File: src/rtl/add_seq_mul.sv
// Clocked shift-add multiplier that drives a self-timed N-bit adder over a req/fin handshake.
// Optional ADD_TIMEOUT_EN bounds every wait state to TIMEOUT_CYC cycles and reports err with done.
module add_seq_mul #(
   parameter int N           = 32,
   parameter int TIMEOUT_CYC = 255
) (
   input  logic           clk,
   input  logic           rst_n,
   input  logic           start,
   input  logic [N-1:0]   a,
   input  logic [N-1:0]   b,
   output logic           busy,
   output logic           done,
   output logic [2*N-1:0] product,
   output logic           err,
   output logic           add_req,
   input  logic           add_fin,
   output logic           add_cin,
   output logic [N-1:0]   add_x,
   output logic [N-1:0]   add_y,
   input  logic [N-1:0]   add_so,
   input  logic           add_couto
);

   localparam int CW = $clog2(N + 1);

   typedef enum logic [2:0] {
      S_IDLE, S_LOAD, S_ITER, S_WAIT_LO, S_WAIT_HI, S_SHIFT, S_DONE
   } state_t;

   state_t          state;
   logic            fin_q1, fin_s;
   logic [N-1:0]    mcand, mq, hi;
   logic            c;
   logic [CW-1:0]   cnt;

   assign add_cin = 1'b0;
   assign add_x   = hi;
   assign add_y   = mcand;

   // The adder idles with fin high, so the synchronizer resets to that level.
   always_ff @(posedge clk or negedge rst_n) begin
      if (!rst_n) begin
         fin_q1 <= 1'b1;
         fin_s  <= 1'b1;
      end else begin
         fin_q1 <= add_fin;
         fin_s  <= fin_q1;
      end
   end

`ifdef ADD_TIMEOUT_EN
   localparam int WW = $clog2(TIMEOUT_CYC + 1);
   logic [WW-1:0] wait_cnt;
   logic          err_q;
   logic          tmo;

   // wait_cnt counts cycles already spent in the state, so this caps the stay at TIMEOUT_CYC.
   assign tmo = (wait_cnt == WW'(TIMEOUT_CYC - 1));
   assign err = err_q;
`else
   assign err = 1'b0;
`endif

   // NOTE: all state is updated with non-blocking assignments so every branch sees pre-edge values.
   always_ff @(posedge clk or negedge rst_n) begin
      if (!rst_n) begin
         state   <= S_IDLE;
         mcand   <= '0;
         mq      <= '0;
         hi      <= '0;
         c       <= 1'b0;
         cnt     <= '0;
         busy    <= 1'b0;
         done    <= 1'b0;
         product <= '0;
         add_req <= 1'b0;
`ifdef ADD_TIMEOUT_EN
         wait_cnt <= '0;
         err_q    <= 1'b0;
`endif
      end else begin
         done <= 1'b0;
`ifdef ADD_TIMEOUT_EN
         if (state == S_LOAD || state == S_WAIT_LO || state == S_WAIT_HI)
            wait_cnt <= wait_cnt + 1'b1;
         else
            wait_cnt <= '0;
`endif
         case (state)
            S_IDLE: begin
               if (start) begin
                  mcand <= a;
                  mq    <= b;
                  hi    <= '0;
                  c     <= 1'b0;
                  cnt   <= '0;
                  busy  <= 1'b1;
`ifdef ADD_TIMEOUT_EN
                  err_q <= 1'b0;
`endif
                  state <= S_LOAD;
               end
            end

            // Drains any adder operation left in flight from before a reset.
            S_LOAD: begin
               if (fin_s)
                  state <= S_ITER;
`ifdef ADD_TIMEOUT_EN
               else if (tmo) begin
                  product <= '0;
                  err_q   <= 1'b1;
                  done    <= 1'b1;
                  state   <= S_DONE;
               end
`endif
            end

            S_ITER: begin
               if (cnt == CW'(N)) begin
                  product <= {hi, mq};
                  done    <= 1'b1;
                  state   <= S_DONE;
               end else if (mq[0]) begin
                  add_req <= 1'b1;
                  state   <= S_WAIT_LO;
               end else begin
                  c     <= 1'b0;
                  state <= S_SHIFT;
               end
            end

            S_WAIT_LO: begin
               if (!fin_s) begin
                  add_req <= 1'b0;
                  state   <= S_WAIT_HI;
`ifdef ADD_TIMEOUT_EN
                  wait_cnt <= '0;
`endif
               end
`ifdef ADD_TIMEOUT_EN
               else if (tmo) begin
                  add_req <= 1'b0;
                  product <= '0;
                  err_q   <= 1'b1;
                  done    <= 1'b1;
                  state   <= S_DONE;
               end
`endif
            end

            // Sum and carry have been stable since before fin rose.
            S_WAIT_HI: begin
               if (fin_s) begin
                  hi    <= add_so;
                  c     <= add_couto;
                  state <= S_SHIFT;
               end
`ifdef ADD_TIMEOUT_EN
               else if (tmo) begin
                  product <= '0;
                  err_q   <= 1'b1;
                  done    <= 1'b1;
                  state   <= S_DONE;
               end
`endif
            end

            S_SHIFT: begin
               {c, hi, mq} <= {1'b0, c, hi, mq[N-1:1]};
               cnt         <= cnt + 1'b1;
               state       <= S_ITER;
            end

            S_DONE: begin
               busy  <= 1'b0;
               state <= S_IDLE;
            end

            default: state <= S_IDLE;
         endcase
      end
   end

endmodule

File: config.mk
export PLATFORM = sky130hd
export DESIGN_NAME = add_seq_mul
export DESIGN_NICKNAME = d
export VERILOG_FILES = /design/src/rtl/add_seq_mul.sv
export SDC_FILE = /design/constraint.sdc
export NUM_CORES = 1
export LEC_CHECK = 0
export BUFFER_PORTS_ARGS = -buffer_cell sky130_fd_sc_hd__buf_2
export CELL_PAD_IN_SITES_DETAIL_PLACEMENT = 1
export CELL_PAD_IN_SITES_GLOBAL_PLACEMENT = 2
export CORE_AREA = 2 2 115 201
export CTS_BUF_LIST = sky130_fd_sc_hd__clkbuf_4 sky130_fd_sc_hd__clkbuf_8
export DETAILED_ROUTE_END_ITERATION = 10
export DIE_AREA = 0 0 117 203
export PLACE_DENSITY_LB_ADDON = 0.1
export SLEW_MARGIN = 15
export SYNTH_ARGS = -nofsm -noshare
export SYNTH_HDL_FRONTEND = slang
export SYNTH_SLANG_ARGS = --single-unit
File: constraint.sdc
create_clock -name clk -period 2.6 [get_ports clk]
set_clock_uncertainty 0.2 [all_clocks]
set_input_delay 0.13 -clock clk [delete_from_list [all_inputs] [get_ports clk]]
set_output_delay 0.13 -clock clk [all_outputs]
set_load 0.02 [all_outputs]
# Word level (Yosys, flattened, before mapping)
# Index checks and enable logic that the tools add are counted.
[word_totals] register_bits=175 latchBits=0 ramBits=0 mem_bits_ro=0 input_bits=101 out_inout_bits=133 word_cells=68 memories=0
[op_classes] n_addsub=1 n_mul=0 n_div=0 magnitude_cmp=0 eq_ne=14 shift=0 mux=27 n_bitwise=0 n_reduce_logical=14
[ops] cell="$mux 32" n=3
[ops] cell="$pmux 32 s3" n=1
[ops] cell="$pmux 32 s2" n=1
[ops] cell="$mux 3" n=6
[ops] cell="$pmux 3 s6" n=1
[ops] cell="$ne 2x2->1 const B" n=7
[ops] cell="$pmux 6 s2" n=1
[ops] cell="$mux 1" n=10
[ops] cell="$eq 3x3->1 const B" n=3
[ops] cell="$reduce_and 2->1" n=4
[ops] cell="$reduce_and 4->1" n=2
[ops] cell="$add 6x1->6 const B" n=1
[ops] cell="$eq 3x2->1 const B" n=2
[ops] cell="$eq 6x6->1 const B" n=1
[ops] cell="$mux 6" n=1
[ops] cell="$reduce_bool 2->1" n=3
[ops] cell="$reduce_and 5->1" n=1
[ops] cell="$pmux 1 s2" n=2
[ops] cell="$pmux 1 s4" n=1
[ops] cell="$reduce_bool 4->1" n=1
[ops] cell="$eq 3x1->1 const B" n=1
[ops] cell="$logic_not 3->1" n=1
[ops] cell="$reduce_and 3->1" n=1
[ops] cell="$reduce_bool 3->1" n=1

# Longest topological paths before layout
[logic_depth] ltp_word=3 mapped_depth=7 mapped_depth_nobuf=5

# Worst setup path after synthesis
# Ideal clock, no wire load.
[synth_timing] path_kind="register to register" start="register state[0]" end="register hi[10], in the netlist add_x[10]" setup_ns=0.125 t_arrival_ns=1.679 t_required_ns=2.275 setup_slack_ns=0.596 path_stages_with_launch=7 n_path_buf=3 period_less_slack_ns=2.004 path_cell_list="dfrtp_1 -> buf_6 -> or4b_4 -> buf_6 -> o21ai_4 -> buf_12 -> mux2_4"
[synth_between] elab_chain_len=3 elab_cells_between_ends=8 classes_between="eq/ne (4); mux (1); reduce/logical (3)"
[synth_rtl] element="start: declaration" line_no="31" rtl="state_t state;"
[synth_rtl] element="start signal: assignment" line_no="68" rtl="state <= S_IDLE;"
[synth_rtl] element="start signal: assignment" line_no="102" rtl="state <= S_LOAD;"
[synth_rtl] element="start signal: assignment" line_no="109" rtl="state <= S_ITER;"
[synth_rtl] element="$eq 3x3->1 / $logic_not 3->1 (equally long branches)" line_no="90" rtl="case (state)"
[synth_rtl] element="$ne 2x2->1 (no source line) / $reduce_bool 3->1 (equally long branches)"
[synth_rtl] element="$reduce_and 3->1 (no source line)"
[synth_rtl] element="end signal: assignment" line_no="156" rtl="hi <= add_so;"
[synth_rtl] element="end signal: assignment" line_no="171" rtl="{c, hi, mq} <= {1'b0, c, hi, mq[N-1:1]};"
[synth_rtl] element="end: declaration" line_no="33" rtl="logic [N-1:0] mcand, mq, hi;"
# Parallel ways exist; a longest one is shown, timed or not.
# A chain may end at the register's enable or synchronous reset.

# Worst setup path after layout
[layout_timing] start="register cnt[0]" end="register product[7]"
[layout_between] elab_chain_len=2
[layout_rtl] element="start: declaration" line_no="35" rtl="logic [CW-1:0] cnt;"
[layout_rtl] element="start signal: assignment" line_no="172" rtl="cnt <= cnt + 1'b1;"
[layout_rtl] element="$eq 6x6->1" line_no="121" rtl="if (cnt == CW'(N)) begin"
[layout_rtl] element="$reduce_and 2->1 (no source line)"
[layout_rtl] element="end signal: assignment" line_no="122" rtl="product <= {hi, mq};"
[layout_rtl] element="end: declaration" line_no="14" rtl="output logic [2*N-1:0] product,"
# Every way passes these cells.

==> metrics.txt <==
Worst Path Arrival between 2 and 2.5 ns; count of cell types in the netlist 46; VDD IR max just over 0.4 mV; PnR Total Power roughly 0.01 W; Slew HR 45.5%; DP Wirelength between 10000 and 15000 µm; clock latency on the worst-skew pair roughly 0.47 ns; DRT antenna net count 0; Final period util a little under 90%; outcome completed; Sw Ratio 38.8%; footprint of the multi-input gates roughly 2800 µm²; EDFF count, synth 0; layout cells sized above 1 between 40% and 50%; count of final setup violators 0; CTS max path bufs 2; FF+latch count, synth around 180; Synth area leaders dfrtp_1 58%, mux2_2 10%, mux2_4 6.1%, nand2_1 5.3%, a22o_1 3.8%; Initial Util between 30% and 40%; top cells by count, synth 173 x dfrtp_1, 104 x nand2_1, 66 x mux2_2; largest net degree at the start of global routing 70; Yosys top cell by area dfrtp_1; Post-Route WL ~22000 µm; io pins 234; crit end category flip-flop; Num CTS Buffers 17; Max Slew Vio Count 0; FFs w/ async S/R, synth 100%; Worst-path clk slew 0.08 ns; gr ovfl total 0; first-pass iteration count of the detailed router 4; die width between 100 and 150 µm; most frequent cell after synthesis dfrtp_1; diodes inserted 0; Reg power frac approximately 42%; synthesized cell area between 7000 and 8000 µm²; fin crit period about 2.3 ns; CTS tree built; max cap viols 0; mean routed wirelength per cell roughly 18 µm; via-per-instance ratio 4.83; P_leak approximately 5.4 nW; Least-Margin Pin Slew about 0.82 ns; Syn. warnings 0; vias post-DR between 5000 and 6000; Die Span Y between 200 and 250 µm; Psw ~0.0039 W; initial antenna violation count 0; GPL Wtd Cong 0.741; Mapped Cells roughly 610; Root Driver clkbuf_8; area of the core about 22000 µm²; clk sinks between 150 and 200; Int Power a little over 0.006 W; setup TNS 0 ns; first-pass GRT wire length 35000 µm; Primary FF master, synth dfrtp_1; PwrDens between 900 and 1000 nW/µm²; Clk network pwr share roughly a fifth; RSZ-0062 raised after global routing false; Final #Nets 1032; vias in the first global route between 6000 and 7000; die area 23800 µm²; H-tree depth 4; Achievable Freq between 400 and 500 MHz; CP required around 2.8 ns; drt first-iter violations 192; Worst Path Max Fanout 36; crit path kind flip-flop to flip-flop; element type at the critical path start flip-flop; gr usage total about a fifth; Synth top area share approximately three fifths; fillers between 2000 and 2500; register area approximately 4400 µm²; type of the worst min-delay path input port to asynchronous set/reset pin; Rows 72; final core utilization 46.7%; Comb pwr share 38.4%; Final Hold Fails 0; P&R area growth vs syn 38.6%; Buffers on Ports between 200 and 250; Seq/Total Area, Yosys roughly three fifths; post-CTS setup repair buffer count 0; # DRC 0; mean post-synth cell area approximately 12 µm²
-- final cells by class --
class	instances	share of cell area (%)
Inverter	6	0.219
Clock inverter	10	1.08
Multi-Input combinational cell	380	26.8
Tap cell	296	3.60
Sequential cell	175	42.5
Clock buffer	22	2.82
Timing Repair Buffer	349	22.9
-- power groups by stage --
stage	clock network, W	registers, W	logic [W]
6_report	0.00192	0.00421	0.00382
5_1_grt	0.00211	0.00435	0.00419
4_1_cts	0.00201	0.00423	0.00390
3_5_place_dp	0	0.00428	0.00377
3_3_place_gp	0	0.00424	0.00368
2_1_floorplan	0	0.00478	0.00191
-- critical path: stages (launching register included) --
cell	delay, ns
dfrtp_1	0.40
inv_1	0.11
ha_1	0.17
nor4bb_1	0.47
nand3_4	0.10
buf_4	0.32
mux2_2	0.35
-- placed cells by master, fill, tap and decap left out, types with 3 or more instances in the layout --
cell	n
buf_2	230
dfrtp_1	173
nand2_1	104
dlygate4sd3_1	100
mux2_2	66
nor2_1	33
nor3_1	32
o22ai_1	32
a22o_1	32
mux2_4	30
clkbuf_8	20
buf_4	13
inv_1	6
a21oi_1	6
buf_12	5
clkinv_2	4
nand2b_1	3
o21ai_0	3
clkinvlp_4	3
-- worst paths after layout --
path	slack (ns)	startpoint	endpoint	cells past startpoint
min in group clk	0.11	add_fin	fin_q1	2
worst max-delay path	0.35	cnt[0]	product[7]	6
max in group asynchronous	1.35	rst_n	fin_q1	3
worst max register to register	0.35	cnt[0]	product[7]	6
worst min register to register	0.15	fin_q1	fin_s	0
worst min-delay path	0.0006	rst_n	add_y[22]	2
-- state kept, by name (all words and copies together) (netlist names), 3 cells and up --
name and flops:
product 64, cnt 6, mq 32, state 3
add_y 32, add_x 32
-- timing repair --
item                                   4_1_cts  5_1_grt
endpoints found under the hold margin      216        0
hold buffers                               100        0
gates resized for setup                      0        0
-- per-layer routing --
| metal | up-vias | routed length [µm] | track usage [%] |
|---|---|---|---|
| met5 | - | 0 | 0 |
| met4 | 0 | 311 | 5.29 |
| met3 | 22 | 1250 | 4.72 |
| met2 | 165 | 12000 | 35.7 |
| met1 | 3019 | 8560 | 21.0 |
| li1 | 2770 | - | - |
-- through the flow --
step / area, µm² / std cells / hold slack (ns) / worst slack, ns
2_1_floorplan: 7430 / 606 / -0.366 / 0.596
3_5_place_dp: 8900 / 1106 / -0.0323 / 0.364
6_report: 10300 / 1238 / 0.000560 / 0.349
4_1_cts: 10300 / 1238 / 0.00717 / 0.355
5_1_grt: 10300 / 1238 / 0.0398 / 0.260
3_3_place_gp: 8900 / 1106 / -0.0439 / 0.430
-- cells by family (layout without fill, tap and decap cells) --
group	count (synthesis)	after routing	synth area share [%]
AOI/OAI and AO/OA	89	89	8.89
adders and majority gates	2	2	0.337
buffers and inverters	51	387	4.23
DFF	175	175	59.0
muxes	98	98	16.3
other	1	2	0.0505
and+or+nand+nor	189	189	11.2
(Power assumes the default switching activity.)
